--- config.mk ---
export PLATFORM = sky130hd
export DESIGN_NAME = bin_bcd_seg_scan
export DESIGN_NICKNAME = d
export VERILOG_FILES = /design/src/rtl/bin_bcd_pkg.sv /design/src/rtl/bcd_to_seg7.sv /design/src/rtl/bin_bcd_seg_scan.sv
export SDC_FILE = /design/constraint.sdc
export NUM_CORES = 1
export LEC_CHECK = 0
export BUFFER_PORTS_ARGS = -buffer_cell sky130_fd_sc_hd__buf_2
export CAP_MARGIN = 15
export CORE_MARGIN = 1
export CORE_UTILIZATION = 30
export CTS_BUF_LIST = sky130_fd_sc_hd__clkbuf_8
export DETAILED_ROUTE_END_ITERATION = 12
export GPL_TIMING_DRIVEN = 1
export HOLD_SLACK_MARGIN = 0.15
export PLACE_DENSITY_LB_ADDON = 0.3
export SYNTH_ARGS = -nofsm -noshare
export SYNTH_HDL_FRONTEND = slang
export SYNTH_HIERARCHICAL = 1
export SYNTH_SLANG_ARGS = --single-unit
export TNS_END_PERCENT = 5
--- constraint.sdc ---
create_clock -name clk -period 4.2 [get_ports clk]
set_input_delay 1.05 -clock clk [delete_from_list [all_inputs] [get_ports clk]]
set_output_delay 1.05 -clock clk [all_outputs]
set_load 0.1 [all_outputs]
--- src/rtl/bin_bcd_pkg.sv ---
// Shared types and constants for the two-pair binary-to-BCD seven-segment scanner.
// Holds the converter FSM encoding, digit widths, range limit and one double-dabble step.
package bin_bcd_pkg;

   typedef enum logic [1:0] {
      ST_IDLE   = 2'd0,
      ST_CONV_A = 2'd1,
      ST_CONV_B = 2'd2,
      ST_LATCH  = 2'd3
   } conv_state_t;

   localparam int BCD_W    = 4;
   localparam int BIN_W    = 7;
   localparam int STEPS    = BIN_W;
   localparam int PAIR_MAX = 99;
   localparam int WORK_W   = 2*BCD_W + BIN_W;

   localparam logic [BIN_W-1:0] PAIR_LIMIT = BIN_W'(PAIR_MAX);
   localparam logic [BCD_W-1:0] BCD_DASH   = 4'hF;
   localparam logic [6:0]       SEG_DASH   = 7'b0111111;

   // Work word is {tens, units, remaining binary}; add-3 on each BCD nibble, then shift left.
   function automatic logic [WORK_W-1:0] dabble_step(input logic [WORK_W-1:0] w);
      logic [WORK_W-1:0] adj;
      adj = w;
      if (adj[10:7] >= 4'd5) begin
         adj[10:7] = adj[10:7] + 4'd3;
      end
      if (adj[14:11] >= 4'd5) begin
         adj[14:11] = adj[14:11] + 4'd3;
      end
      return {adj[WORK_W-2:0], 1'b0};
   endfunction

endpackage

--- src/rtl/bcd_to_seg7.sv ---
// Combinational BCD digit to active-low seven-segment pattern (seg[0]=a .. seg[6]=g).
// Codes 10-15 render as a dash so an out-of-range pair can be flagged by digit code alone.
module bcd_to_seg7
   import bin_bcd_pkg::*;
(
   input  logic [BCD_W-1:0] i_bcd,
   output logic [6:0]       o_seg
);

   always_comb begin
      o_seg = SEG_DASH;
      case (i_bcd)
         4'd0:    o_seg = 7'b1000000;
         4'd1:    o_seg = 7'b1111001;
         4'd2:    o_seg = 7'b0100100;
         4'd3:    o_seg = 7'b0110000;
         4'd4:    o_seg = 7'b0011001;
         4'd5:    o_seg = 7'b0010010;
         4'd6:    o_seg = 7'b0000010;
         4'd7:    o_seg = 7'b1111000;
         4'd8:    o_seg = 7'b0000000;
         4'd9:    o_seg = 7'b0010000;
         default: o_seg = SEG_DASH;
      endcase
   end

endmodule

--- src/rtl/bin_bcd_seg_scan.sv ---
// Converts two 0..99 binary values to BCD with one shared serial double-dabble engine
// and multiplexes the four resulting digits onto a common-anode seven-segment display.
module bin_bcd_seg_scan
   import bin_bcd_pkg::*;
#(
   parameter int SCAN_DIV = 50000
)
(
   input  logic             clk,
   input  logic             reset,
   input  logic [BIN_W-1:0] val_a,
   input  logic [BIN_W-1:0] val_b,
   input  logic             load,
   input  logic             en,
   output logic             busy,
   output logic             done,
   output logic [3:0]       an,
   output logic [6:0]       seg
);

   localparam int PW = (SCAN_DIV > 2) ? $clog2(SCAN_DIV) : 1;

   conv_state_t       r_state;
   conv_state_t       w_state_next;
   logic              w_capture;
   logic              w_step_en;
   logic              w_last_step;
   logic              w_latch;

   logic [BIN_W-1:0]  r_bin_a;
   logic [BIN_W-1:0]  r_bin_b;
   logic [WORK_W-1:0] r_work;
   logic [WORK_W-1:0] w_work_step;
   logic [2:0]        r_step;
   logic [7:0]        r_res_a;
   logic [7:0]        r_res_b;
   logic              r_done;

   logic [BCD_W-1:0]  r_digit      [4];
   logic [BCD_W-1:0]  w_digit_next [4];

   logic [PW-1:0]     r_presc;
   logic [1:0]        r_idx;
   logic [1:0]        w_idx_next;
   logic              w_wrap;
   logic [6:0]        w_seg_next;
   logic [3:0]        r_an;
   logic [6:0]        r_seg;

   // ---------------- converter FSM ----------------
   always_ff @(posedge clk or posedge reset) begin
      if (reset) begin
         r_state <= ST_IDLE;
      end else begin
         r_state <= w_state_next;
      end
   end

   always_comb begin
      w_state_next = r_state;
      w_capture    = 1'b0;
      w_step_en    = 1'b0;
      w_last_step  = 1'b0;
      w_latch      = 1'b0;
      case (r_state)
         ST_IDLE: begin
            if (load) begin
               w_capture    = 1'b1;
               w_state_next = ST_CONV_A;
            end
         end
         ST_CONV_A: begin
            w_step_en   = 1'b1;
            w_last_step = (r_step == 3'(STEPS-1));
            if (w_last_step) begin
               w_state_next = ST_CONV_B;
            end
         end
         ST_CONV_B: begin
            w_step_en   = 1'b1;
            w_last_step = (r_step == 3'(STEPS-1));
            if (w_last_step) begin
               w_state_next = ST_LATCH;
            end
         end
         ST_LATCH: begin
            w_latch      = 1'b1;
            w_state_next = ST_IDLE;
         end
         default: w_state_next = ST_IDLE;
      endcase
   end

   assign busy = (r_state != ST_IDLE);
   assign done = r_done;

   // ---------------- serial double-dabble datapath ----------------
   assign w_work_step = dabble_step(r_work);

   always_ff @(posedge clk or posedge reset) begin
      if (reset) begin
         r_bin_a <= '0;
         r_bin_b <= '0;
         r_work  <= '0;
         r_step  <= '0;
         r_res_a <= '0;
         r_res_b <= '0;
         r_done  <= 1'b0;
      end else begin
         r_done <= w_latch;
         if (w_capture) begin
            r_bin_a <= val_a;
            r_bin_b <= val_b;
            r_work  <= {8'd0, val_a};
            r_step  <= '0;
         end else if (w_step_en) begin
            if (w_last_step) begin
               r_step <= '0;
               // Engine is reused: pair A's result is parked and pair B is loaded in the same edge.
               if (r_state == ST_CONV_A) begin
                  r_res_a <= w_work_step[WORK_W-1:BIN_W];
                  r_work  <= {8'd0, r_bin_b};
               end else begin
                  r_res_b <= w_work_step[WORK_W-1:BIN_W];
               end
            end else begin
               r_step <= r_step + 3'd1;
               r_work <= w_work_step;
            end
         end
      end
   end

   always_comb begin
      w_digit_next = r_digit;
      if (w_latch) begin
         if (r_bin_a > PAIR_LIMIT) begin
            w_digit_next[0] = BCD_DASH;
            w_digit_next[1] = BCD_DASH;
         end else begin
            w_digit_next[0] = r_res_a[3:0];
            w_digit_next[1] = r_res_a[7:4];
         end
         if (r_bin_b > PAIR_LIMIT) begin
            w_digit_next[2] = BCD_DASH;
            w_digit_next[3] = BCD_DASH;
         end else begin
            w_digit_next[2] = r_res_b[3:0];
            w_digit_next[3] = r_res_b[7:4];
         end
      end
   end

   always_ff @(posedge clk or posedge reset) begin
      if (reset) begin
         for (int i = 0; i < 4; i++) begin
            r_digit[i] <= '0;
         end
      end else begin
         for (int i = 0; i < 4; i++) begin
            r_digit[i] <= w_digit_next[i];
         end
      end
   end

   // ---------------- display scan ----------------
   assign w_wrap     = (r_presc == PW'(SCAN_DIV-1));
   assign w_idx_next = w_wrap ? (r_idx + 2'd1) : r_idx;

   // Decode from next-state digits so freshly latched values appear on the latch edge.
   bcd_to_seg7 u_seg7 (
      .i_bcd (w_digit_next[w_idx_next]),
      .o_seg (w_seg_next)
   );

   always_ff @(posedge clk or posedge reset) begin
      if (reset) begin
         r_presc <= '0;
         r_idx   <= '0;
         r_an    <= 4'b1110;
         r_seg   <= 7'b1000000;
      end else begin
         r_presc <= w_wrap ? '0 : (r_presc + PW'(1));
         r_idx   <= w_idx_next;
         r_an    <= en ? ~(4'b0001 << w_idx_next) : 4'b1111;
         r_seg   <= w_seg_next;
      end
   end

   assign an  = r_an;
   assign seg = r_seg;

endmodule

* Word-level counts from Yosys, hierarchy flattened
Memory sizes are Yosys's and may differ from the RTL's. A register that Yosys moved wholly into a read port is not among the register bits.
Cells that the tools add are included.
** Word-level totals
- Flip-flop bits (word level) :: 89
- Memory bits (read-only) :: 112
- Input bits :: 18
- Memories :: 1
** Cells by class
- Add/subtract/negate cells :: 5
- $lt $le $gt $ge :: 5
- Equality and inequality tests :: 9
- Shift operators :: 1
- Mux-type cells :: 27
- Bitwise gates (word level) :: 4
- Reduce and logical (&&, ||, !) cells :: 8
** Memories
- (no name shown) :: words 16, bits a word 7, rd ports 1, clocked after Yosys merged registers in 1, write ports 0, line bcd_to_seg7.sv:12 : case (i_bcd)
** Operator list (number)
- 15-bit two-way mux :: 4
- 16-bit two-way mux :: 2
- 16-bit by 1-bit adder with 16-bit output, second input constant :: 1
- 16-bit == test, second input constant :: 1
- 4-bit two-way mux :: 4
- 8-bit two-way mux :: 2
- 7-bit > comparator, second input constant :: 2
- 3-bit two-way mux :: 4
- 4-bit binary-select mux with 2-bit select :: 1
- 4-bit by 3-bit >= comparator with 1-bit output, second input constant :: 2
- 2-bit two-way mux :: 4
- 2-bit case mux with 4 select lines :: 1
- 4-bit AND reduction :: 2
- 2-bit inequality test, second input constant :: 3
- 1-bit two-way mux :: 5
- 4-bit by 2-bit adder with 4-bit output, second input constant :: 1
- 2-bit == test, second input constant :: 2
- 4-bit NOT :: 1
- 2-bit nonzero test :: 2
- 1-bit by 2-bit left shift with 4-bit output, first input constant :: 1
- 3-bit by 1-bit adder with 3-bit output, second input constant :: 1
- 3-bit by 2-bit adder with 3-bit output, second input constant :: 1
- 3-bit == test, second input constant :: 1
- 3-bit >= comparator, second input constant :: 1
- other kinds (9) :: 10

* Longest topological paths before layout
- Depth in word-level cells :: 6
- Mapped depth :: 11

* By module
Netlist, hierarchy kept.
** By module, submodules not included
- bin_bcd_seg_scan :: times used 1, cells each 398, area each 4257.8 um2, sequential area each 2357.3 um2
- bcd_to_seg7 :: times used 1, cells each 31, area each 224.0 um2, sequential area each 0.0 um2

* Worst setup path before layout
OpenSTA, ideal clock, no wires.
- Path type :: input port to flip-flop
- Start point :: input load
- End point :: register r_work[5]
- Setup time :: 0.127 ns
- Arrival time :: 2.242 ns
- Required time :: 4.073 ns
- Slack :: 1.831 ns
- Stages on the path :: 6
- Path buffers :: 2
- Cell sequence :: and2_1 buf_6 nor4b_4 o21bai_2 buf_6 mux2_1
** On the way
- Word-level cells in the longest chain between the ends :: 4
** Ends and longest elaborated chain
- start, declared :: line bin_bcd_seg_scan.sv:13 : input logic load,
- 1-bit two-way mux * :: line bin_bcd_seg_scan.sv:67 : if (load) begin
- 1-bit two-way mux * :: line bin_bcd_seg_scan.sv:65 : case (r_state)
- 3-bit by 2-bit inequality test with 1-bit output (no line) or 2-bit nonzero test (tied branches)
- 2-bit AND reduction (no line)
- end signal, assigned :: line bin_bcd_seg_scan.sv:114 : r_work <= {8'd0, val_a};
- end signal, assigned :: line bin_bcd_seg_scan.sv:122 : r_work <= {8'd0, r_bin_b};
- end signal, assigned :: line bin_bcd_seg_scan.sv:128 : r_work <= w_work_step;
- end, declared :: line bin_bcd_seg_scan.sv:32 : logic [WORK_W-1:0] r_work;
Mark *: on every way between the ends. The rest lies on a longest branch, timed or not.
A chain may end at the register's enable or synchronous reset.

* Final worst setup path
- Start point :: register r_presc[0]
- End point :: register r_seg[4], in the netlist seg[4]
** On the way
- Word-level cells in the longest chain between the ends :: 6
** Ends and longest elaborated chain
- start, declared :: line bin_bcd_seg_scan.sv:42 : logic [PW-1:0] r_presc;
- start signal, assigned :: line bin_bcd_seg_scan.sv:183 : r_presc <= w_wrap ? '0 : (r_presc + PW'(1));
- 16-bit == test :: line bin_bcd_seg_scan.sv:167 : assign w_wrap = (r_presc == PW'(SCAN_DIV-1));
- 2-bit two-way mux :: line bin_bcd_seg_scan.sv:168 : assign w_idx_next = w_wrap ? (r_idx + 2'd1) : r_idx;
- 2-bit NOT with 3-bit output (not written as such) :: line bin_bcd_seg_scan.sv:172 : .i_bcd (w_digit_next[w_idx_next]),
- 4-bit binary-select mux with 2-bit select :: line bin_bcd_seg_scan.sv:172
- 4-bit two-way mux (not written as such) (2 in series) :: line bin_bcd_seg_scan.sv:172
- end, declared :: line bin_bcd_seg_scan.sv:48 : logic [6:0] r_seg;
Every way passes these cells. The select of a mux whose other input is x is not followed.

==> impl_metrics.csv <==
group,metric,value,unit
synth,synth_area_leader_cell,"dfrtp_1",
synth,ys_types,48,
timing,finalMaxSlewViolations,0,
timing,hold_viol,0,
critical_path,worstPathArrival,3.15,ns
power,p_leak,2.31,nW
synth,synth_edf_count,0,
floorplanning,die_w,124,um
drt,via_count,3051,
floorplanning,core_area,14500,um^2
synth,synth.area.top_cells,"dfrtp_1, nand2_1, ha_1",
layout,antenna_cells,0,
global_routing,grt_max_degree,66,
timing,max_freq,0.351,GHz
timing,timing.setup.tns,0,ns
timing,finalCritPeriodShare,67.9,%
drt,drt_iter0_markers,149,
layout,final_cell_mix,"dfrtp_1, nand2_1, nor2_1, o21ai_0, buf_2",
place,io_buffers,30,
floorplanning,die-area,15400,um^2
synth,netlist_instances,429,
global_routing,grt_use_total,11.8,%
layout,fill_cells,1490,
cts,cts_setup_buffers,0,
cts,cts_sinks,94,
timing,worst_pin_slew,0.764,ns
layout,mostFrequentLayoutCell,"dfrtp_1",
floorplanning,io_pins,31,
synth,yosysSeqAreaShare,52.6,%
power,power_density,710,nW/um^2
cts,cts_buffers,9,
cts,cts_tree,"built",
timing,rsz0062_at_grt,"false",
synth,synth_top_cell_area_share,50.3,%
flow_run,drv_cap,0,
cts,cts-resized-gates,0,
floorplanning,die_y,124,um
worst_hold_path,hold_path_class,"flop to flop",
cts,cts_hold_buffers,0,
place,hpwl,6070,um
floorplanning,initial_utilization,30.8,%
synth,syn_avg_cell_area,10.4,um^2
cts,cts.root.buffer_cell,"clkbuf_8",
cts,clk_latency,0.37,ns
timing,relSlewSlack,49.1,%
timing,setup_viol,0,
layout,fin_util,34.3,%
synth,synth-seq-cells,94,
synth,yosys_warnings,6,
drt,drcViolationCount,0,
synth,syn_nets,464,
drt,viasPerCell,4.72,
layout,nets,493,
drt,firstDrtPassIters,4,
global_routing,grt_pass1_wl,14900,um
critical_path,required,4.50,ns
synth,synth_area,4480,um^2
place,place.gp.congestion,0.764,
critical_path,worstSetupPathType,"flop to flop",
cts,clockBufferDepth,2,
drt,wl_per_cell,13.2,um
floorplanning,fp-row-count,44,
drt,ant_nets,0,
global_routing,antenna_found_initial,0,
synth,async_flop_share,100,%
outcome,status,"completed",
global_routing,overflow,0,
cts,path_clk_slew,0.10,ns
cts,htreeDepth,3,
critical_path,end_kind,"flop",
drt,routed_wl,8530,um
timing,finClkSkew,0.0132,ns
timing,period_minus_slack,2.85,ns
layout,synthToLayoutAreaGrowth,11.4,%
critical_path,crit_fanout,12,
global_routing,grt_pass1_vias,3040,
critical_path,crit_path_start_kind,"flop",
layout,layout-drive-gt1-share,16.0,%
power,vdd_drop_max,403,uV
synth,ys.flop_type,"dfrtp_1",
==> logic make-up after synthesis <==
group,share of synthesized area (%)
AOI/OAI and AO/OA,11.2
xor gates and xnor gates,3.52
adders and majority gates,4.75
buffers and inverters,3.43
DFF,52.6
muxes,6.76
and+or+nand+nor,17.7
==> worst max-delay path, cell delays in order, from the launching register on <==
cell	delay [ns]
dfrtp_1	0.42
ha_1	0.25
and3_1	0.24
and4_1	0.30
nor3b_1	0.48
o21ai_0	0.14
nand3_1	0.23
inv_1	0.14
ha_1	0.21
or2b_1	0.22
a31oi_1	0.15
==> report_power, final <==
group | switching, mW | total, mW | internal (mW) | leakage, nW
sequential | 0.171 | 1.38 | 1.21 | 1.19
combinational | 1.06 | 1.61 | 0.550 | 1.04
clock | 0.324 | 0.552 | 0.228 | 0.0817
==> through the flow <==
step	area, um^2	hold WS, ns	std cells	power [mW]	setup slack [ns]
after detailed placement	4800	0.467	630	3.02	1.41
after global placement	4800	0.465	630	2.97	1.49
after global routing	4990	0.516	647	3.85	1.03
after floorplan	4480	0.441	429	2.74	0.708
final	4990	0.489	647	3.54	1.35
after CTS	4970	0.492	646	3.59	1.37
==> final timing paths <==
| check | from | end | slack (ns) | depth (start not counted) |
|---|---|---|---|---|
| worst max-delay path | r_presc[0] | seg[4] | 1.35 | 10 |
| worst min-delay path | r_work[1] | r_work[1] | 0.49 | 2 |
| worst max register to register | r_presc[0] | seg[4] | 1.35 | 10 |
| worst min register to register | r_work[1] | r_work[1] | 0.49 | 2 |
| max in group asynchronous | reset | r_work[11] | 2.84 | 3 |
| min in group asynchronous | reset | r_digit[9] | 0.72 | 2 |
==> layout make-up <==
type | count | area, um^2 | area share, %
timing repair buffer | 36 | 208 | 4.16
multi-input combinational | 304 | 1970 | 39.5
inverter | 13 | 50.0 | 1.00
clock buffer | 10 | 138 | 2.76
clock inverter | 6 | 38.8 | 0.777
sequential | 94 | 2360 | 47.2
tap | 184 | 230 | 4.61
==> sequential cells by signal, summed over array words and instances, names as in the netlist <==
signal	cells
an	4
r_idx	2
r_state	2
seg	7
r_bin_a	5
done	1
r_work	15
r_bin_b	7
r_step	3
r_res_a	8
r_presc	16
r_res_b	8
r_digit	16
==> synth_stat cells (all sizes together), types with 5 or more instances <==
cell type / instances
nor3: 6
nand2b: 5
nand2: 61
nand3: 16
mux2i: 10
o21a: 5
mux2: 10
clkbuf: 5
dfrtp: 90
inv: 13
buf: 13
a21oi: 23
ha: 17
xnor2: 8
and3: 6
o21ai: 32
nor2: 41
o22a: 8
nor3b: 7
xor2: 10
==> metal layers <==
| layer | wire length, um | part of all wire (%) | vias up | GRT usage (%) |
|---|---|---|---|---|
| met4 | 108 | 1.3 | 0 | 3.61 |
| met5 | 0 | 0 | - | 0 |
| li1 | - | - | 1530 | - |
| met2 | 3880 | 45 | 49 | 18.1 |
| met3 | 269 | 3.2 | 12 | 3.19 |
| met1 | 4270 | 50 | 1460 | 16.2 |
(Power assumes the default switching activity.)
